### src/rtl/mic_array_capture.sv
// mic_array_capture: I2S mic array capture with per-channel delay history and activity flags.
module mic_array_capture #(
  parameter int          NUM_LINES   = 4,
  parameter int          CLK_DIV     = 4,
  parameter int          DELAY_DEPTH = 3,
  parameter int          WARMUP      = 4,
  parameter int unsigned GAP_THRESH  = 100000,
  parameter bit          ACT_ABS     = 1'b0
) (
  input  logic                      clk,
  input  logic                      rst_dsp,
  output logic                      mic_clk,
  output logic                      mic_ws,
  input  logic [NUM_LINES-1:0]      mic_so,
  output logic [2*NUM_LINES*24-1:0] mic_data,
  output logic                      frame_valid,
  output logic                      start,
  output logic [2*NUM_LINES-1:0]    active
);
  localparam int NCH = 2*NUM_LINES;
  localparam int DW = $clog2(CLK_DIV);
  localparam logic signed [25:0] GAP = 26'(GAP_THRESH);
  logic [DW-1:0] r_div;
  logic [4:0]    r_bit;
  logic          r_commit;
  logic [9:0]    r_frames;
  logic [23:0]   r_sh [NUM_LINES];
  logic [23:0]   r_hist [NCH][DELAY_DEPTH];
  logic          w_tick, w_rise, w_fall, w_take;
  assign w_tick = r_div == DW'(CLK_DIV-1);
  assign w_rise = w_tick && !mic_clk;
  assign w_fall = w_tick && mic_clk;
  assign w_take = w_rise && r_bit >= 5'd1 && r_bit <= 5'd24;
  function automatic logic act(input logic [23:0] n, input logic [23:0] t);
    logic signed [25:0] d;
    d = $signed({{2{n[23]}}, n}) - $signed({{2{t[23]}}, t});
    return ACT_ABS ? (d > GAP || -d > GAP) : d > GAP;
  endfunction
  always_ff @(posedge clk) begin
    if (rst_dsp) begin
      r_div    <= '0;
      mic_clk  <= 1'b0;
      mic_ws   <= 1'b0;
      r_bit    <= '0;
      r_commit <= 1'b0;
      for (int k = 0; k < NUM_LINES; k++) r_sh[k] <= '0;
    end else begin
      r_div <= w_tick ? '0 : r_div + 1'b1;
      if (w_tick) mic_clk <= !mic_clk;
      if (w_fall) r_bit <= r_bit + 1'b1;
      if (w_fall && r_bit == 5'd31) mic_ws <= !mic_ws;
      r_commit <= w_rise && r_bit == 5'd24;
      if (w_take)
        for (int k = 0; k < NUM_LINES; k++) r_sh[k] <= {r_sh[k][22:0], mic_so[k]};
    end
  end
  // Even channels carry the right word (ws=1), odd channels the left word (ws=0).
  always_ff @(posedge clk) begin
    if (rst_dsp) begin
      for (int c = 0; c < NCH; c++)
        for (int i = 0; i < DELAY_DEPTH; i++) r_hist[c][i] <= '0;
      active      <= '0;
      frame_valid <= 1'b0;
      start       <= 1'b0;
      r_frames    <= '0;
    end else begin
      frame_valid <= r_commit && mic_ws;
      if (r_commit) begin
        for (int c = 0; c < NCH; c++)
          if (c[0] != mic_ws) begin
            r_hist[c][0] <= r_sh[c/2];
            for (int i = 1; i < DELAY_DEPTH; i++) r_hist[c][i] <= r_hist[c][i-1];
            active[c] <= act(r_sh[c/2], r_hist[c][DELAY_DEPTH-1]);
          end
        if (mic_ws && r_frames != 10'(WARMUP)) r_frames <= r_frames + 1'b1;
        if (mic_ws && r_frames == 10'(WARMUP-1)) start <= 1'b1;
      end
    end
  end
  for (genvar c = 0; c < NCH; c++) begin : g_out
    assign mic_data[24*c +: 24] = r_hist[c][DELAY_DEPTH-1];
  end
endmodule

### config.mk
export PLATFORM = sky130hd
export DESIGN_NAME = mic_array_capture
export DESIGN_NICKNAME = d
export VERILOG_FILES = /design/src/rtl/mic_array_capture.sv
export SDC_FILE = /design/constraint.sdc
export NUM_CORES = 1
export LEC_CHECK = 0
export ABC_AREA = 0
export BUFFER_PORTS_ARGS = -buffer_cell sky130_fd_sc_hd__buf_2
export CAP_MARGIN = 0
export CORE_MARGIN = 2
export CORE_UTILIZATION = 67
export DETAILED_ROUTE_END_ITERATION = 8
export PLACE_DENSITY = 0.91
export REMOVE_ABC_BUFFERS = 1
export SYNTH_ARGS = -nofsm -noshare
export SYNTH_HDL_FRONTEND = slang
export SYNTH_SLANG_ARGS = --single-unit
### constraint.sdc
create_clock -name clk -period 21.5 [get_ports clk]
set_input_delay 3.225 -clock clk [delete_from_list [all_inputs] [get_ports clk]]
set_output_delay 3.225 -clock clk [all_outputs]
set_load 0.01 [all_outputs]
==> summary.md <==
| Metric | Value |
|---|---|
| Area Growth Syn to Fin | 6.689% |
| Clock tree buffer depth | 3 |
| Peak supply drop | 0.07969 mV |
| FP Rows | a little under 90 |
| RD Place Congestion | 0.9213 |
| CP Capture Type | flip-flop |
| Post-route minimum period | approximately 6.3 ns |
| CTS root buf | clkbuf_16 |
| Synth cell count leaders | 672 x edfxtp_1, 354 x and2_1, 300 x and3_1 |
| Layout cells sized above 1 | 11.19% |
| Post-Syn Area | 0.03816 sq mm |
| Slowest CP cell | buf_4 |
| Vias in the first global route | 24466 |
| Die X | 242.7 microns |
| Chip Height | 242.7 microns |
| Fill count | 3769 |
| Cts hold-fix bufs | 0 |
| Worst path most repeated cell | buf_4 |
| Xor/xnor cell area share of the yosys netlist | 2.364% |
| Ys Warns | 0 |
| Period utilisation layout | approximately 30% |
| Maxcap violations | 0 |
| CP top delay family | buffers and inverters |
| Yosys top cell by area | edfxtp_1 |
| Status | completed |
| Reg power frac | 50.7% |
| Vias | roughly 26000 |
| Initial core utilization | 67.68% |
| Switch share | 23.77% |
| DR DRC count | 0 |
| Worst Path Required | 21.97 ns |
| Setup WS pre-CTS | 14.56 ns |
| Peak Freq | 157.5 MHz |
| H-tree levels | 3 |
| Synth Instances | 3383 |
| Fin nets | 3578 |
| Worst hold slack | 0.4331 ns |
| Final worst setup slack | between 15 and 20 ns |
| Fin util | between 70% and 80% |
| Post-CTS sizing | 0 |
| Fraction of registers with async set/reset | 0% |
| RSZ-0062 raised after global routing | false |
| Post-DRT Antenna Nets | 0 |
| Compound-cell area share of the yosys netlist | 10.28% |
| P_leak | 17.54 nW |
| CP Class | input pin to flip-flop |
| #FFs+latches synth | 702 |
| Synth top area cells | edfxtp_1 53%, ha_1 6.5%, and2_1 5.8% |
| WL/cell | between 15 and 20 microns |
| Post-synthesis simple-gate area fraction | 17.99% |
| Final TNS setup | 0 ns |
| Initial antenna violation count | 0 |
| Total core area | 0.05639 sq mm |
| FF-to-FF setup slack | 17.60 ns |
| Most frequent cell after synthesis | edfxtp_1 |
| Register area | 0.02078 sq mm |
| DP HPWL | 53.31 mm |
| Die ar. | 0.05888 sq mm |
| CTS tree | yes |
| I/O pins | 210 |
| Crit path max fanout | 130 |
| Grt total ovfl | 0 |
| Cell-internal power | 2.354 mW |
| Mux share of post-synthesis cell area | 0.4853% |
| Tightest Pin Transition | 1.157 ns |
| Buf/Inv on CP | 4 |
| Via density | 6.135 |
| Clk pwr share | about 40% |
| Footprint of the multi-input gates | 0.01457 sq mm |
| Max_slew headroom | 22.86% |
| Largest stage delay on the critical path | 0.84 ns |
| Port Buffers | 209 |
| Power, Total | 3.088 mW |
| Top cell type's share of synthesized area | 52.88% |
| 1st-iter DRT viols | between 2000 and 2500 |
| Post-Syn Area per Cell | 11.28 sq um |
| First drt pass iteration count | 6 |
| Unique masters post-synth | 92 |
| CTS clk-pin slew, worst paths | approximately 0.06 ns |
| Largest net degree at the start of global routing | roughly 160 |
| Post-synth EDFFs | 672 |
| Skew-Pair Late Insertion Delay | around 0.62 ns |
| Crit path cell chain | buf_2, nor2b_4, buf_4, buf_4, buf_4, and3_1 |
| Total GRT Usage | 27.57% |
| Worst Clk Skew | 0.02041 ns |
| Arrival @ worst endpoint | 6.81 ns |
| Hold Vio Cnt, Final | 0 |
| CTS sink cnt | 702 |
| First-pass GRT wire length | 129.6 mm |
| Post-synthesis adder-cell area fraction | 6.944% |
| Seq/Total Area, Yosys | between 50% and 60% |
| # Post-CTS Setup Buffers | 0 |
| HP Class | flip-flop to flip-flop |
| Cell Pwr Density | 75.85 mW/mm^2 |
| Main synth FF type | edfxtp_1 |
| Psw | 0.7342 mW |
| Slew Limit Fails | 0 |
| Total CTS buffers | 73 |
| Final setup violation count | 0 |
| Main combinational cell family by area after synthesis | simple AND/OR/NAND/NOR gates |
| Post-Route WL | 82.02 mm |
| Combinational power share | about a tenth |
| Diodes inserted | 0 |
| Startpoint Class | input pin |
-- cells by family (layout without fill, tap and decap cells) --
kind of cell    Yosys count  count (layout)
flops                   702             702
compound gates          580             580
xor+xnor                103             103
mux                      18              18
buf+inv                 566             605
fa+ha+maj               207             207
simple gates           1207            1207
-- path summary, 6_finish.rpt --
check,startpoint,endpoint,depth (start not counted)
max,rst_dsp,r_hist[3][38],6
min,r_div[0],r_div[0],1
max reg2reg,r_commit,r_hist[3][38],5
min reg2reg,r_div[0],r_div[0],1
-- through the flow --
stage	cells	cell area [sq um]
global placement	4046	38410
CTS	4178	40710
detailed placement	4046	38410
floorplan	3066	36240
global route	4178	40710
finish	4178	40710
-- layer usage --
metal	wire length, microns	vias up	track usage, %
li1	-	12054	-
met1	33870	12406	36.77
met2	39020	976	45.14
met3	6312	195	6.159
met4	2819	0	9.094
met5	0	-	0
-- final cells by class --
class / instances / share of cell area [%]
clock inverters: 34 / 0.6577
well taps: 756 / 2.323
clock buffers: 98 / 5.003
multi-input cells: 2115 / 35.78
inverters: 249 / 2.342
repair buffers: 224 / 2.846
flip-flops and latches: 702 / 51.05
-- sequential cells by signal (all words and copies together), names as in the netlist --
| name | count |
|---|---|
| r_div | 2 |
| mic_ws | 1 |
| active | 8 |
| r_frames | 10 |
| mic_clk | 1 |
| r_hist | 576 |
| r_sh | 96 |
| start | 1 |
| frame_valid | 1 |
| r_commit | 1 |
| r_bit | 5 |
-- placed cells by master (no fill, tap or decap), types with 11 or more instances in the layout --
master / count
xor2_1: 50
xnor2_1: 53
o22ai_1: 11
nand3_1: 42
o21a_1: 32
nand4_1: 18
clkbuf_16: 78
buf_4: 15
inv_1: 245
nor3_1: 69
a211oi_1: 29
edfxtp_1: 672
dfxtp_1: 29
o21bai_1: 17
clkbuf_1: 19
o21ai_0: 93
o211ai_1: 16
a21boi_0: 11
buf_2: 209
o2111ai_1: 13
a21oi_1: 144
mux2i_1: 14
nand2_1: 125
nor2b_1: 29
ha_1: 199
and3_1: 300
and2_1: 354
nor4_1: 18
clkinv_1: 11
nor2_1: 135
nand2b_1: 41
a21o_1: 56
a31oi_1: 29
-- power by group through the flow --
stage	logic [mW]	registers (mW)	clock network (mW)
2_1_floorplan	0.205	1.60	0
3_5_place_dp	0.281	1.59	0
4_1_cts	0.284	1.57	1.24
5_1_grt	0.319	1.57	1.30
6_report	0.288	1.57	1.23
3_3_place_gp	0.274	1.59	0
Power figures use the tool's default switching activity.
